## src/rtl/pht_access_scheduler_pkg.sv

```systemverilog
// Shared PHT scheduler types: index/counter paths, FSM states, update-queue entry, saturating counter helper.
// No logic here; depth and thresholds are tuned in this one place.
package pht_access_scheduler_pkg;

    localparam int CONF_PHT_ENTRY_NUM          = 64;
    localparam int PHT_ENTRY_NUM               = CONF_PHT_ENTRY_NUM;
    localparam int PHT_ENTRY_NUM_BIT_WIDTH     = $clog2(PHT_ENTRY_NUM);
    localparam int PHT_QUEUE_SIZE              = 32;
    localparam int PHT_QUEUE_SIZE_BIT_WIDTH    = $clog2(PHT_QUEUE_SIZE);
    localparam int PHT_DRAIN_THRESHOLD         = 24;

    typedef logic [PHT_ENTRY_NUM_BIT_WIDTH-1:0]  PHT_IndexPath;
    typedef logic [1:0]                          PHT_EntryPath;
    typedef logic [PHT_QUEUE_SIZE_BIT_WIDTH-1:0] PhtQueuePtr;
    typedef logic [PHT_QUEUE_SIZE_BIT_WIDTH:0]   PhtQueueCount;

    localparam PHT_EntryPath PHT_INIT_VALUE = 2'b10;

    typedef enum logic {
        PHT_SCHED_INIT,
        PHT_SCHED_RUN
    } PhtAccessSchedState;

    typedef struct packed {
        PHT_IndexPath index;
        PHT_EntryPath value;
    } PhtUpdateQueueEntry;

    function automatic PHT_EntryPath PhtNextValue(input PHT_EntryPath prev, input logic taken);
        if (taken) begin
            return (prev == 2'b11) ? prev : prev + 2'd1;
        end
        return (prev == 2'b00) ? prev : prev - 2'd1;
    endfunction

endpackage

```

## src/rtl/pht_update_queue.sv

```systemverilog
// Circular FIFO of pending PHT counter writes; pop reads the head combinationally, push lands next edge.
// Caller must not push when full unless popping the same cycle. RSD_PHT_UPDATE_BYPASS_EN exposes contents.
module pht_update_queue
    import pht_access_scheduler_pkg::*;
(
    input  logic               i_clk,
    input  logic               i_rst,
    input  logic               i_push,
    input  PhtUpdateQueueEntry i_push_dat,
    input  logic               i_pop,
    output PhtUpdateQueueEntry o_head_dat,
    output PhtQueueCount       o_count,
    output logic               o_full,
    output logic               o_empty
`ifdef RSD_PHT_UPDATE_BYPASS_EN
    ,
    output PhtUpdateQueueEntry [PHT_QUEUE_SIZE-1:0] o_entries,
    output logic [PHT_QUEUE_SIZE-1:0]               o_valid,
    output PhtQueuePtr                              o_head_ptr
`endif
);

    PhtUpdateQueueEntry r_mem [PHT_QUEUE_SIZE];
    PhtQueuePtr         r_head;
    PhtQueuePtr         r_tail;
    PhtQueueCount       r_count;

    assign o_head_dat = r_mem[r_head];
    assign o_count    = r_count;
    assign o_full     = (r_count == PhtQueueCount'(PHT_QUEUE_SIZE));
    assign o_empty    = (r_count == '0);

    // When full, tail aliases head: the head is read this cycle and overwritten at the edge.
    always_ff @(posedge i_clk) begin
        if (i_push) begin
            r_mem[r_tail] <= i_push_dat;
        end
    end

    always_ff @(posedge i_clk or posedge i_rst) begin
        if (i_rst) begin
            r_head  <= '0;
            r_tail  <= '0;
            r_count <= '0;
        end else begin
            if (i_push) begin
                r_tail <= r_tail + 1'b1;
            end
            if (i_pop) begin
                r_head <= r_head + 1'b1;
            end
            case ({i_push, i_pop})
                2'b10:   r_count <= r_count + 1'b1;
                2'b01:   r_count <= r_count - 1'b1;
                default: r_count <= r_count;
            endcase
        end
    end

`ifdef RSD_PHT_UPDATE_BYPASS_EN
    assign o_head_ptr = r_head;

    always_comb begin
        o_entries = '0;
        o_valid   = '0;
        for (int j = 0; j < PHT_QUEUE_SIZE; j++) begin
            o_entries[j] = r_mem[j];
            o_valid[j]   = ({1'b0, PhtQueuePtr'(PhtQueuePtr'(j) - r_head)} < r_count);
        end
    end
`endif

endmodule

```

## src/rtl/pht_access_scheduler.sv

```systemverilog
// Owns the PHT RAM port: init sweep after reset, then arbitrates fetch lookups against queued counter writes.
// Lookup data one cycle after grant; lookups stall once the queue crosses the drain threshold. RSD_PHT_UPDATE_BYPASS_EN forwards queued values.
module pht_access_scheduler
    import pht_access_scheduler_pkg::*;
(
    input  logic                                clk,
    input  logic                                rst,
    input  logic                                lookupReq,
    input  logic [PHT_ENTRY_NUM_BIT_WIDTH-1:0]  lookupIndex,
    output logic                                lookupGrant,
    output logic                                lookupRespValid,
    output logic [1:0]                          lookupRespValue,
    input  logic                                updateValid,
    input  logic                                updateIsCondBr,
    input  logic [PHT_ENTRY_NUM_BIT_WIDTH-1:0]  updateIndex,
    input  logic                                updateTaken,
    input  logic [1:0]                          updatePrevValue,
    output logic [PHT_ENTRY_NUM_BIT_WIDTH-1:0]  ramAddr,
    output logic                                ramWE,
    output logic [1:0]                          ramWV,
    input  logic [1:0]                          ramRV,
    output logic                                initBusy,
    output logic [PHT_QUEUE_SIZE_BIT_WIDTH:0]   queueCount,
    output logic                                droppedUpdate
);

    PhtAccessSchedState r_state, w_state_nxt;
    PHT_IndexPath       r_sweep;
    logic               r_resp_valid;
    PHT_EntryPath       r_resp_hold;
    logic               r_drop;

    logic               w_upd, w_push, w_pop, w_drop, w_full, w_empty;
    PhtQueueCount       w_count;
    PhtUpdateQueueEntry w_head, w_new_entry;
    PHT_EntryPath       w_resp_now;

    assign w_upd       = updateValid && updateIsCondBr;
    assign w_drop      = w_upd && (r_state == PHT_SCHED_INIT) && w_full;
    assign w_push      = w_upd && !w_drop;
    assign w_new_entry = '{index: updateIndex, value: PhtNextValue(updatePrevValue, updateTaken)};

`ifdef RSD_PHT_UPDATE_BYPASS_EN
    PhtUpdateQueueEntry [PHT_QUEUE_SIZE-1:0] w_q_entries;
    logic [PHT_QUEUE_SIZE-1:0]               w_q_valid;
    PhtQueuePtr                              w_q_head;
    logic                                    w_byp_hit;
    PHT_EntryPath                            w_byp_val;
    logic                                    r_byp_hit;
    PHT_EntryPath                            r_byp_val;
`endif

    pht_update_queue u_queue (
        .i_clk      (clk),
        .i_rst      (rst),
        .i_push     (w_push),
        .i_push_dat (w_new_entry),
        .i_pop      (w_pop),
        .o_head_dat (w_head),
        .o_count    (w_count),
        .o_full     (w_full),
        .o_empty    (w_empty)
`ifdef RSD_PHT_UPDATE_BYPASS_EN
        ,
        .o_entries  (w_q_entries),
        .o_valid    (w_q_valid),
        .o_head_ptr (w_q_head)
`endif
    );

    always_comb begin
        w_state_nxt = r_state;
        ramAddr     = lookupIndex;
        ramWE       = 1'b0;
        ramWV       = w_head.value;
        lookupGrant = 1'b0;
        w_pop       = 1'b0;
        case (r_state)
            PHT_SCHED_INIT: begin
                ramWE   = 1'b1;
                ramAddr = r_sweep;
                ramWV   = PHT_INIT_VALUE;
                if (r_sweep == PHT_IndexPath'(PHT_ENTRY_NUM - 1)) begin
                    w_state_nxt = PHT_SCHED_RUN;
                end
            end
            PHT_SCHED_RUN: begin
                // A full queue always drains, which is what makes a push at full safe in RUN.
                if (!w_empty && (!lookupReq || w_full ||
                                 w_count >= PhtQueueCount'(PHT_DRAIN_THRESHOLD))) begin
                    ramWE   = 1'b1;
                    ramAddr = w_head.index;
                    w_pop   = 1'b1;
                end else if (lookupReq) begin
                    lookupGrant = 1'b1;
                end
            end
            default: w_state_nxt = PHT_SCHED_INIT;
        endcase
        if (rst) begin
            ramWE = 1'b0;
        end
    end

`ifdef RSD_PHT_UPDATE_BYPASS_EN
    // Oldest-to-newest walk from head so the last match is the newest queued value.
    always_comb begin
        w_byp_hit = 1'b0;
        w_byp_val = '0;
        for (int i = 0; i < PHT_QUEUE_SIZE; i++) begin
            if (w_q_valid[PhtQueuePtr'(w_q_head + PhtQueuePtr'(i))] &&
                w_q_entries[PhtQueuePtr'(w_q_head + PhtQueuePtr'(i))].index == lookupIndex) begin
                w_byp_hit = 1'b1;
                w_byp_val = w_q_entries[PhtQueuePtr'(w_q_head + PhtQueuePtr'(i))].value;
            end
        end
    end

    always_ff @(posedge clk or posedge rst) begin
        if (rst) begin
            r_byp_hit <= 1'b0;
            r_byp_val <= '0;
        end else begin
            r_byp_hit <= lookupGrant && w_byp_hit;
            r_byp_val <= w_byp_val;
        end
    end

    assign w_resp_now = r_byp_hit ? r_byp_val : ramRV;
`else
    assign w_resp_now = ramRV;
`endif

    always_ff @(posedge clk or posedge rst) begin
        if (rst) begin
            r_state      <= PHT_SCHED_INIT;
            r_sweep      <= '0;
            r_resp_valid <= 1'b0;
            r_resp_hold  <= '0;
            r_drop       <= 1'b0;
        end else begin
            r_state      <= w_state_nxt;
            r_resp_valid <= lookupGrant;
            r_drop       <= w_drop;
            if (r_state == PHT_SCHED_INIT) begin
                r_sweep <= r_sweep + 1'b1;
            end
            if (r_resp_valid) begin
                r_resp_hold <= w_resp_now;
            end
        end
    end

    assign lookupRespValid = r_resp_valid;
    assign lookupRespValue = r_resp_valid ? w_resp_now : r_resp_hold;
    assign initBusy        = (r_state == PHT_SCHED_INIT);
    assign queueCount      = w_count;
    assign droppedUpdate   = r_drop;

endmodule

```

## config.mk

```make
export PLATFORM = sky130hd
export DESIGN_NAME = pht_access_scheduler
export DESIGN_NICKNAME = d
export VERILOG_FILES = /design/src/rtl/pht_access_scheduler_pkg.sv /design/src/rtl/pht_update_queue.sv /design/src/rtl/pht_access_scheduler.sv
export SDC_FILE = /design/constraint.sdc
export NUM_CORES = 1
export LEC_CHECK = 0
export CORE_MARGIN = 2
export CORE_UTILIZATION = 35
export DETAILED_ROUTE_END_ITERATION = 10
export GPL_TIMING_DRIVEN = 1
export SYNTH_ARGS = -nofsm -noshare
export SYNTH_HDL_FRONTEND = slang
export SYNTH_SLANG_ARGS = --single-unit
export TNS_END_PERCENT = 10
```

## constraint.sdc

```tcl
create_clock -name clk -period 3 [get_ports clk]
set_input_delay 0.6 -clock clk [delete_from_list [all_inputs] [get_ports clk]]
set_output_delay 0.6 -clock clk [all_outputs]
set_load 0.005 [all_outputs]
```

* Word level (Yosys, flattened, before mapping)
Memory sizes are Yosys's and may differ from the RTL's. Cells that the tools add are included.
Storage, ports and cells: flip-flop bits (word level) 27, bits in latches 0, memory bits (writable) 256, bits in read-only memories 0, output and inout port bits 21, word-level logic and storage cells 57, memories kept 1
Memories:
- u_queue.r_mem | depth 32, bits a word 8, rd ports 1, clocked after Yosys merged registers in 0, write ports 1, RTL line pht_update_queue.sv:23 | PhtUpdateQueueEntry r_mem [PHT_QUEUE_SIZE];
Operators by class: add/subtract/negate cells 7, $mul 0, divide/modulo/power cells 0, magnitude comparators 1, equal/unequal tests 5, shift-type cells 0, multiplexer cells 21, bitwise logic cells 1, reduce and logical (&&, ||, !) cells 13
Operator list (number):
- $pmux 6 s2 | 2
- $add 6x1->6 const B | 2
- $eq 6x6->1 const B | 2
- $mux 2 | 6
- $mux 1 | 11
- $add 5x1->5 const B | 2
- $ge 6x5->1 const B | 1
- $logic_not 6->1 | 1
- $mux 6 | 1
- $sub 6x1->6 const B | 1
- $logic_and 1x1->1 | 5
- $eq 2x2->1 const B | 2
- $logic_not 1->1 | 3
- $add 2x1->2 const B | 1
- $eq 2x1->1 const B | 1
- $logic_not 2->1 | 1
- $logic_or 1x1->1 | 2
- $pmux 1 s2 | 1
- $reduce_bool 2->1 | 1
- $sub 2x1->2 const B | 1
- $not 1->1 | 1

* Longest topological paths before layout
Gate-level depths: netlist of the first run.
depth after elaboration 8, mapped depth 14

* By module
A second synthesis of the first run with hierarchy kept.
Unflattened totals: cells, all modules 627, area total of the unflattened synthesis 11542.3 um^2
Modules (own cells, without submodules):
- pht_update_queue | times used 1, cells each 567, area each 10860.4 um^2
- pht_access_scheduler | times used 1, cells each 60, area each 681.9 um^2

* Worst setup path before layout of the first run
No wires, ideal clock.
path type reg2reg, from register u_queue.r_count[3] (netlist: u_queue.o_count[3]), to register u_queue.r_count[4] (netlist: u_queue.o_count[4]), setup time 128 ps, data arrival time 2733 ps, data required time 2872 ps, slack 140 ps, stages on the path, launching flop included 15, buffers on the path 2, period minus slack after synthesis 2860 ps, path through dfrtp_1 clkbuf_1 nor3_2 a21oi_1 o21ai_2 inv_1 ha_1 buf_1 xor2_1 ha_1 nand2_1 mux2i_1 a222oi_1 nor2_1 xor2_1
Between the ends: longest elaborated chain between the ends 8
Ends and longest elaborated chain:
- start: declaration | RTL line pht_update_queue.sv:26 | PhtQueueCount r_count;
- start signal: assignment | RTL line pht_update_queue.sv:53 | 2'b10: r_count <= r_count + 1'b1;
- start signal: assignment | RTL line pht_update_queue.sv:54 | 2'b01: r_count <= r_count - 1'b1;
- start signal: assignment | RTL line pht_update_queue.sv:55 | default: r_count <= r_count;
- branches (longest 3 deep; another with $ge 6x5->1)
- $logic_and 1x1->1 (*) | RTL line pht_access_scheduler.sv:89 | if (!w_empty && (!lookupReq || w_full ||
- $mux 1 (*) | RTL line pht_access_scheduler.sv:89
- $mux 1 (*) | RTL line pht_access_scheduler.sv:78 | case (r_state)
- named net u_queue.i_pop | RTL line pht_update_queue.sv:10 | input logic i_pop,
- $eq 2x1->1 / $eq 2x2->1 (equally long branches) | RTL line pht_update_queue.sv:52 | case ({i_push, i_pop})
- $pmux 6 s2 / $reduce_bool 2->1 (equally long branches)
Mark *: on every way through the listed nets, which the timed path passes. A chain may end at the register's enable or synchronous reset.

* Worst setup path in the final report of the first run
from register u_queue.r_head[0], to output port ramAddr[5]
Between the ends: longest elaborated chain between the ends 3
Ends and longest elaborated chain:
- start: declaration | RTL line pht_update_queue.sv:24 | PhtQueuePtr r_head;
- start signal: assignment | RTL line pht_update_queue.sv:50 | r_head <= r_head + 1'b1;
- $mem_v2 32x8
- $mux 6 | RTL line pht_access_scheduler.sv:89
- $pmux 6 s2 | RTL line pht_access_scheduler.sv:78
- end: declaration | RTL line pht_access_scheduler.sv:18 | output logic [PHT_ENTRY_NUM_BIT_WIDTH-1:0] ramAddr,
No other way between the ends.

==> reports/metrics.yaml, run 1 <==
outcome: "complete, but fails checks"
failed_checks: "negative setup slack"
p_clk_share_pct: 38.4
critPathArrivalTime_ns: 2.75
tns_ns: -2.15
rr_endpoint: "u_queue.o_count[5]"
yosys_warnings: 0
grt_max_degree: 33
crit_required_ns: 2.40
synth_fp_nets: 671
comb_power_share_pct: 8.7
die_y_um: 186
pin_count: 43
cp_slowest_cell: "dfrtp_4"
slew_headroom_pct: 18.9
path_cells: "buf_12 -> buf_6 -> mux4_2 -> a211oi_2 -> buf_4 -> a21oi_4 -> a221o_1 -> buf_2"
path_delay_family: "compound AO/OA/AOI/OAI gates"
p_per_area_mw_per_mm2: 614
grt_usage_pct: 15.4
crit_path_start: "u_queue.r_head[0]"
die_w_um: 186
routed_via_density: 5.03
cts.path.max_buffers: 3
clk_pin_slew_worst_paths_ns: 0.06
fin_crit_sh_pct: 112
max_freq_ghz: 0.299
dr.pass1.iters: 5
rsz0062_at_grt: "yes"
hpwl_um: 16200
slew_viol_final: 0
max_stage_delay_ns: 0.52
numPortBuffers: 42
end_kind: "output port"
synth_seq_cells: 283
ys.flop_type: "edfxtp_1"
seq_power_share_pct: 52.9
cp-start-kind: "flop"
reg2reg_slack_ns: 0.35
synth.most_common_cell: "edfxtp_1"
netlist_area_mm2: 0.0115
worst-path-buf-inv: 4
sw_frac_of_total_pct: 23.4
async_flop_share_pct: 9.54
hold_viol_final: 0
ys_top_cells_by_area: "edfxtp_1 67%, mux4_2 8.8%, dfrtp_1 5.9%, mux2i_1 4.2%, nor2_1 1.5%"
drt_wl_total_um: 26300
cts_root_buf: "clkbuf_16"
synth_edf_count: 256
fin_skew_ns: 0.0110
leakage_nw: 4.68
route.detailed.wl_per_inst_um: 21.2
crit_end: "ramAddr[5]"
detailroute.via_count: 6246
place.gp.congestion: 0.766
grt_pass1_wl_um: 39000
cp_num_cells: 8
tritoncts: "yes"
cts-htree-levels: 1
synth_cells: 640
syn_to_final_growth_pct: 23.6
antenna_found_initial: 0
fin_util_pct: 43.8
crit_type: "flop to output port"
worst-path-max-fanout: 5
layout_setup_ws_ns: -0.346
yosys-top-cells-count: "256 x edfxtp_1, 48 x mux2i_1, 45 x mux4_2, 45 x nor2_1, 27 x dfrtp_1"
post-synth-top-area-cell: "edfxtp_1"
yosysUniqueCellTypes: 50
clock_sinks: 283
syn_avg_cell_area_um2: 18.0
route.detailed.drc: 0
num_antenna_cells: 0
grt_pass1_vias: 6294
start_util_pct: 35.5
ctsHoldBuffers: 0
ant_nets: 0
coreArea_mm2: 0.0325
drv_cap: 0
rows: 66
ys_seq_area_share_pct: 72.5
hold_path_class: "flop to flop"
layout.nets: 810
clkLatencyLatePin_ns: 0.54
worst-slew-pin-transition_ns: 1.22
drt_iter0_drc: 531
r2r-start: "u_queue.o_count[4]"
netSwitchingPower_mw: 2.05
design.die.area_mm2: 0.0344
grt_overflow: 0
yosys.area.top_type_share_pct: 66.6
cts_made_buffers: 29
worst_r2r_path_depth: 10
ir_worst_vdd_mv: 0.463
setup_violations: 8
p_int_mw: 6.71
drive_gt1_share_pct: 30.8
period_minus_slack_ns: 3.35
[through the flow]
step           setup slack (ns)  area, um2  std cells  hold slack [ns]  power (mW)
4_1_cts                  -0.368      14300       1243            0.488        8.82
5_1_grt                  -0.385      14300       1241            0.515        9.08
3_3_place_gp             -0.274      13000       1177            0.475        5.43
6_report                 -0.346      14300       1241            0.491        8.76
3_5_place_dp             -0.286      13000       1177            0.480        5.45
2_1_floorplan             0.140      11500        640            0.458        5.07
[power groups by stage]
stage                     Combinational, mW  Clock (mW)  Sequential [mW]
final                                 0.760        3.36             4.64
after global routing                  0.842        3.59             4.65
after CTS                             0.750        3.45             4.62
after detailed placement              0.746           0             4.70
after global placement                0.732           0             4.70
after floorplan                       0.423           0             4.65
[repair_timing]
action	4_1_cts	5_1_grt
pin swaps	16	8
buffers inserted	12	0
cloned	3	0
resized for setup	81	13
endpoints found under the setup margin	8	12
[cell families (layout without fill, tap and decap cells)]
group / count (synthesis) / in the layout / share of synthesized area [%]
AND/OR/NAND/NOR: 107 / 107 / 4.39
multiplexers: 99 / 99 / 13.8
flip-flops: 283 / 283 / 72.5
AO/OA/AOI/OAI: 75 / 75 / 4.52
adder cells (fa/ha/maj): 11 / 11 / 1.15
XOR/XNOR: 20 / 20 / 1.52
buffers and inverters: 45 / 204 / 2.16
[worst reg2reg max path: stages, from the launching register on]
cell       delay [ns]
dfrtp_1          0.46
a21oi_1          0.21
inv_1            0.12
o21ai_4          0.34
inv_1            0.11
ha_1             0.28
nor3b_1          0.18
o21a_1           0.17
a2111oi_0        0.38
o31ai_1          0.14
xnor2_1          0.14
[layout by cell type, fill, tap and decap left out, types with 10 or more instances in the layout]
master / n
mux4_2: 47
clkinv_2: 10
clkbuf_16: 29
dfrtp_1: 23
nor2_1: 44
clkdlybuf4s50_1: 34
inv_1: 11
buf_4: 82
mux2i_1: 42
nand2_1: 22
xnor2_1: 14
a21oi_1: 11
edfxtp_1: 256
[layer usage]
| metal | up-vias | routed length (um) | track usage, % |
|---|---|---|---|
| met5 | - | 0 | 0 |
| met4 | 0 | 361 | 3.06 |
| met3 | 27 | 1280 | 2.03 |
| met2 | 164 | 12400 | 25.2 |
| met1 | 3233 | 12200 | 22.3 |
| li1 | 2822 | - | - |
[worst min-delay path by stage]
| stage | startpoint | endpoint | cells after the start |
|---|---|---|---|
| after global placement | r_sweep[2] | r_sweep[2] | 1 |
| after floorplan | r_sweep[2] | r_sweep[2] | 1 |
| after detailed placement | r_sweep[2] | r_sweep[2] | 1 |
| after CTS | r_sweep[2] | r_sweep[2] | 1 |
| after global routing | r_sweep[4] | r_sweep[4] | 1 |
| final | r_sweep[2] | r_sweep[2] | 1 |
[registers in the layout, indices dropped and copies added (netlist names)]
name             flops
u_queue.r_mem      256
r_sweep              6
u_queue.o_count      6
u_queue.r_head       5
u_queue.r_tail       5
r_resp_hold          2
droppedUpdate        1
lookupRespValid      1
r_state              1
[final cells by class]
class                   count  area [um2]
fillers                  2893       18300
flip-flops and latches    283        8370
multi-input cells         312        3080
repair buffers            142        1320
clock buffers              34         754
well taps                 442         553
clock inverters            17         138
inverters                  11        41.3
No activity file was read; power rests on OpenSTA's default activity.
==> run 2, diff against run 1 <==
--- a/config.mk
+++ b/config.mk
@@ -7,6 +7,7 @@
 export LEC_CHECK = 0
 export CORE_MARGIN = 2
 export CORE_UTILIZATION = 35
+export CTS_CLUSTER_SIZE = 24
 export DETAILED_ROUTE_END_ITERATION = 10
 export GPL_TIMING_DRIVEN = 1
 export SYNTH_ARGS = -nofsm -noshare
==> reports/metrics.yaml, run 2 (synthesized netlist as in run 1, its figures left out) <==
outcome: "complete, but fails checks"  # unchanged
failed_checks: "negative setup slack"  # unchanged
routed_via_density: 5.02  # was 5.03
cts_root_buf: "clkbuf_16"  # unchanged
layout.nets: 810  # unchanged
hold_ws_ns: 0.491  # about the same
cts.path.max_buffers: 3  # unchanged
placedCellCount: 1177  # unchanged
fin_crit_sh_pct: 110  # was 112%
whs_path_depth: 1  # unchanged
place.gp.congestion: 0.766  # unchanged
grt_pass1_vias: 6302  # was 6294
clock_sinks: 283  # unchanged
rsz0062_at_grt: "yes"  # unchanged
layout_setup_ws_ns: -0.310  # was -0.346 ns
layout_common_cells: "256 x edfxtp_1, 81 x buf_4, 47 x mux4_2"  # was 256 x edfxtp_1, 82 x buf_4, 47 x mux4_2
rows: 66  # unchanged
start_util_pct: 35.5  # unchanged
antenna_found_initial: 0  # unchanged
worst-slew-pin-transition_ns: 1.23  # was 1.22 ns
rr_endpoint: "u_queue.o_count[5]"  # unchanged
tns_ns: -1.99  # was -2.15 ns
slew_headroom_pct: 18.2  # was 18.9%
critPathArrivalTime_ns: 2.71  # was 2.75 ns
leakage_nw: 4.69  # was 4.68 nW
ctsHoldBuffers: 0  # unchanged
finalInstanceArea_mm2: 0.0143  # about the same
r2r-start: "u_queue.o_count[4]"  # unchanged
dr.pass1.iters: 5  # unchanged
grt_pass1_wl_um: 39100  # was 39000 um
detailroute.via_count: 6226  # was 6246
route.detailed.drc: 0  # unchanged
ir_worst_vdd_mv: 0.395  # was 0.463 mV
end_kind: "output port"  # unchanged
post-place-ws_ns: -0.286  # unchanged
cp-start-kind: "flop"  # unchanged
hold_viol_final: 0  # unchanged
hpwl_um: 16200  # unchanged
grt_max_degree: 33  # unchanged
slew_viol_final: 0  # unchanged
syn_to_final_growth_pct: 23.8  # was 23.6%
final_common_cell: "edfxtp_1"  # unchanged
largest_reg_flops: 256  # unchanged
cts-htree-levels: 1  # unchanged
reg2reg_slack_ns: 0.34  # was 0.35 ns
dpl-instance-area_mm2: 0.0130  # unchanged
grt_overflow: 0  # unchanged
max_freq_ghz: 0.302  # was 0.299 GHz
period_minus_slack_ns: 3.31  # was 3.35 ns
design.die.area_mm2: 0.0344  # unchanged
tritoncts: "yes"  # unchanged
setup_violations: 8  # unchanged
worstHoldEndpoint: "r_sweep[2]"  # unchanged
num_antenna_cells: 0  # unchanged
route.detailed.wl_per_inst_um: 21.1  # was 21.2 um
crit_type: "flop to output port"  # unchanged
coreArea_mm2: 0.0325  # unchanged
worst-path-max-fanout: 5  # unchanged
numPortBuffers: 42  # unchanged
power_mw: 8.83  # was 8.76 mW
drv_cap: 0  # unchanged
grt_usage_pct: 15.5  # was 15.4%
p_per_area_mw_per_mm2: 618  # was 614 mW/mm2
ant_nets: 0  # unchanged
hp-start: "r_sweep[2]"  # unchanged
drive_gt1_share_pct: 30.8  # unchanged
worst_r2r_path_depth: 10  # unchanged
fin_skew_ns: 0.00944  # was 0.0110 ns
fin_util_pct: 43.9  # was 43.8%
hold_path_class: "flop to flop"  # unchanged
cts_made_buffers: 29  # unchanged
die_w_um: 186  # unchanged
drt_iter0_drc: 534  # was 531
fin_cells: 1241  # unchanged
pin_count: 43  # unchanged
crit_required_ns: 2.40  # about the same
clkLatencyLatePin_ns: 0.54  # about the same
die_y_um: 186  # unchanged
clk_pin_slew_worst_paths_ns: 0.06  # about the same
largest_register: "u_queue.r_mem"  # unchanged
drt_wl_total_um: 26200  # was 26300 um
run 2: cell types whose count changed in the layout (fill, tap and decap cells not counted), sizes merged:
cell,before,now
clkbuf,34,33
bufinv,1,2
clkinv,12,11
inv,13,14
run 2: power breakdown:
group	switching, mW	internal, mW
Sequential	0.155	4.48
Combinational	0.424	0.336
Clock	1.48	1.95
Total	2.06	6.77
run 2: critical path: stages, from the launching register on:
cell and delay [ns]:
dfrtp_4 0.52, buf_12 0.17, buf_6 0.11, mux4_2 0.45
a211oi_2 0.23, buf_4 0.17, a21oi_4 0.06, a221o_1 0.32
buf_2 0.12
run 2: how the worst max path moves through the flow:
stage / startpoint / slack (ns) / depth (start not counted) / end
floorplan: u_queue.o_count[3] / 0.14 / 14 / u_queue.o_count[4]
global placement: u_queue.r_head[0] / -0.27 / 7 / ramAddr[4]
detailed placement: u_queue.r_head[0] / -0.29 / 5 / ramAddr[2]
CTS: u_queue.r_head[0] / -0.37 / 9 / ramAddr[0]
global route: u_queue.r_head[0] / -0.37 / 8 / ramAddr[5]
finish: u_queue.r_head[0] / -0.31 / 8 / ramAddr[5]
run 2: metal layers:
metal	wire length [um]	vias to the layer above	part of all wire [%]	track usage (%)
li1	-	2825	-	-
met1	12200	3200	47	22.4
met2	12300	173	47	25.1
met3	1310	28	5.0	2.02
met4	408	0	1.6	3.46
met5	0	-	0	0
run 2: final cells by class:
type                       count  area, um2
clock buffer                  33        741
clock inverter                18        163
fill                        2892      18300
inverter                      11       41.3
multi-input combinational    312       3080
sequential                   283       8370
tap                          442        553
timing repair buffer         142       1330
run 2: timing repair:
item / 4_1_cts / 5_1_grt
setup buffers: 12 / 0
gates cloned: 3 / 0
pin swaps: 16 / 10
gates resized for setup: 81 / 15
endpoints found under the setup margin: 8 / 12
==> run 3, diff against run 2 <==
--- a/config.mk
+++ b/config.mk
@@ -5,11 +5,15 @@
 export SDC_FILE = /design/constraint.sdc
 export NUM_CORES = 1
 export LEC_CHECK = 0
+export CELL_PAD_IN_SITES_DETAIL_PLACEMENT = 1
+export CELL_PAD_IN_SITES_GLOBAL_PLACEMENT = 1
+export CORE_ASPECT_RATIO = 0.5
 export CORE_MARGIN = 2
 export CORE_UTILIZATION = 35
 export CTS_CLUSTER_SIZE = 24
 export DETAILED_ROUTE_END_ITERATION = 10
 export GPL_TIMING_DRIVEN = 1
+export PLACE_DENSITY_LB_ADDON = 0.1
 export SYNTH_ARGS = -nofsm -noshare
 export SYNTH_HDL_FRONTEND = slang
 export SYNTH_SLANG_ARGS = --single-unit
==> constraint.sdc (replaced) <==
create_clock -name clk -period 3 [get_ports clk]
set_input_delay 0.6 -clock clk [delete_from_list [all_inputs] [get_ports clk]]
set_output_delay 0.6 -clock clk [all_outputs]
set_load 0.05 [all_outputs]
==> reports/metrics.yaml, run 3 (synthesized netlist as in run 1, its figures left out) <==
outcome: "complete, but fails checks"  # unchanged
failed_checks: "negative setup slack"  # unchanged
clk_pin_slew_worst_paths_ns: 0.07  # was 0.06 ns
critPathArrivalTime_ns: 2.80  # was 2.71 ns
fin_crit_sh_pct: 113  # was 110%
drive_gt1_share_pct: 29.0  # was 30.8%
drt_iter0_drc: 549  # was 534
layout_common_cells: "256 x edfxtp_1, 93 x buf_4, 45 x nor2_1, 45 x mux4_2, 42 x mux2i_1"  # was 256 x edfxtp_1, 81 x buf_4, 47 x mux4_2
route.detailed.wl_per_inst_um: 25.2  # was 21.1 um
detailroute.via_count: 6401  # was 6226
place.gp.congestion: 0.762  # was 0.766
cp_slowest_cell: "dfrtp_4"  # unchanged
grt_pass1_wl_um: 46100  # was 39100 um
p_clk_share_pct: 36.8  # was 38.9%
ir_worst_vdd_mv: 0.372  # was 0.395 mV
design.die.area_mm2: 0.0345  # was 0.0344 mm2
max_freq_ghz: 0.295  # was 0.302 GHz
slew_viol_final: 0  # unchanged
comb_power_share_pct: 9.9  # was 8.6%
pin_count: 43  # unchanged
cts_made_buffers: 27  # was 29
worst-slew-pin-transition_ns: 1.19  # was 1.23 ns
rsz0062_at_grt: "yes"  # unchanged
grt_pass1_vias: 6672  # was 6302
cts-htree-levels: 1  # unchanged
clock_sinks: 283  # unchanged
antenna_found_initial: 0  # unchanged
syn_to_final_growth_pct: 23.5  # was 23.8%
grt_overflow: 0  # unchanged
ant_nets: 0  # unchanged
p_per_area_mw_per_mm2: 614  # was 618 mW/mm2
die_w_um: 261  # was 186 um
start_util_pct: 36.0  # was 35.5%
route.detailed.drc: 0  # unchanged
path_cells: "buf_4 -> buf_12 -> mux2i_2 -> o22ai_2 -> a211oi_2 -> buf_4 -> o21ai_1 -> a221o_1 -> buf_6"  # was buf_12 -> buf_6 -> mux4_2 -> a211oi_2 -> buf_4 -> a21oi_4 -> a221o_1 -> buf_2
seq_power_share_pct: 53.3  # was 52.5%
largest_register: "u_queue.r_mem"  # unchanged
hold_path_class: "primary input to asynchronous set/reset pin"  # was flop to flop
leakage_nw: 4.69  # about the same
cts_root_buf: "clkbuf_16"  # unchanged
period_minus_slack_ns: 3.40  # was 3.31 ns
worst-path-max-fanout: 12  # was 5
dr.pass1.iters: 5  # unchanged
crit_required_ns: 2.40  # about the same
cp-start-kind: "flop"  # unchanged
p_int_mw: 6.55  # was 6.77 mW
routed_via_density: 5.18  # was 5.02
worst-path-buf-inv: 4  # unchanged
num_antenna_cells: 0  # unchanged
grt_usage_pct: 18.5  # was 15.5%
worst_path_most_repeated_cell: "buf_4"
final_common_cell: "edfxtp_1"  # unchanged
layout_setup_ws_ns: -0.395  # was -0.310 ns
cts.path.max_buffers: 3  # unchanged
tritoncts: "yes"  # unchanged
max_stage_delay_ns: 0.52  # about the same
coreArea_mm2: 0.0321  # was 0.0325 mm2
grt_max_degree: 33  # unchanged
setup_violations: 8  # unchanged
drv_cap: 0  # unchanged
largest_reg_flops: 256  # unchanged
fin_skew_ns: 0.0175  # was 0.00944 ns
hold_ws_ns: 0.436  # was 0.491 ns
power_mw: 8.74  # was 8.83 mW
hpwl_um: 20400  # was 16200 um
end_kind: "output port"  # unchanged
hold_viol_final: 0  # unchanged
rows: 46  # was 66
sw_frac_of_total_pct: 25.1  # was 23.3%
clkLatencyLatePin_ns: 0.55  # was 0.54 ns
netSwitchingPower_mw: 2.20  # was 2.06 mW
layout.nets: 814  # was 810
die_y_um: 132  # was 186 um
reg2reg_slack_ns: 0.36  # was 0.34 ns
path_delay_family: "compound AO/OA/AOI/OAI gates"  # unchanged
slew_headroom_pct: 20.4  # was 18.2%
drt_wl_total_um: 31200  # was 26200 um
numPortBuffers: 42  # unchanged
crit_type: "flop to output port"  # unchanged
[run 3: what timing repair did]
action                     in CTS  in global routing
cloned                          2                  0
buffers inserted                9                  1
resized for setup              38                  8
hold buffers                    0                  0
pin swaps                      14                  9
setup endpoints to repair       8                  8
[run 3: per-layer routing]
metal / share of wire [%] / vias to the layer above / wire length (um) / GRT usage (%)
li1: - / 2824 / - / -
met5: 0 / - / 0 / 0
met2: 44 / 123 / 13700 / 27.6
met1: 50 / 3418 / 15500 / 28.2
met4: 1.5 / 0 / 452 / 3.17
met3: 4.7 / 36 / 1460 / 3.71
[run 3: layout make-up]
class | instances | area [um2]
Fill cell | 3082 | 17800
Timing Repair Buffer | 148 | 1420
Inverter | 11 | 41.3
Sequential cell | 283 | 8370
Tap cell | 432 | 541
Multi-Input combinational cell | 312 | 3070
Clock buffer | 36 | 709
Clock inverter | 13 | 92.6
[run 3: worst paths after layout]
check | startpoint | endpoint | cells past startpoint
setup / recovery | u_queue.r_head[0] | ramAddr[2] | 9
hold / removal | rst | u_queue.o_count[0] | 2
setup reg to reg | u_queue.o_count[3] | u_queue.o_count[5] | 10
hold reg to reg | r_resp_hold[1] | r_resp_hold[1] | 1
max in group asynchronous | rst | r_sweep[1] | 3
min in group clk | r_resp_hold[1] | r_resp_hold[1] | 1
[run 3: through the flow]
stage	setup WS, ns	utilization (%)	setup TNS, ns	std cells	area, um2
after floorplan	-0.000925	-	-0.000925	640	11600
after global placement	-0.0406	41.0	-0.0406	1177	13100
after detailed placement	-0.0401	41.0	-0.0401	1177	13100
after CTS	-0.422	44.3	-2.99	1235	14200
after global routing	-0.456	44.5	-3.35	1235	14200
final	-0.395	44.5	-2.77	1235	14200
[run 3: power groups by stage]
| stage | Clock (mW) | Combinational, mW | Sequential, mW |
|---|---|---|---|
| 2_1_floorplan | 0 | 0.433 | 4.78 |
| 3_5_place_dp | 0 | 0.872 | 4.75 |
| 3_3_place_gp | 0 | 0.849 | 4.74 |
| 5_1_grt | 3.43 | 0.945 | 4.69 |
| 4_1_cts | 3.30 | 0.878 | 4.66 |
| 6_report | 3.22 | 0.864 | 4.66 |
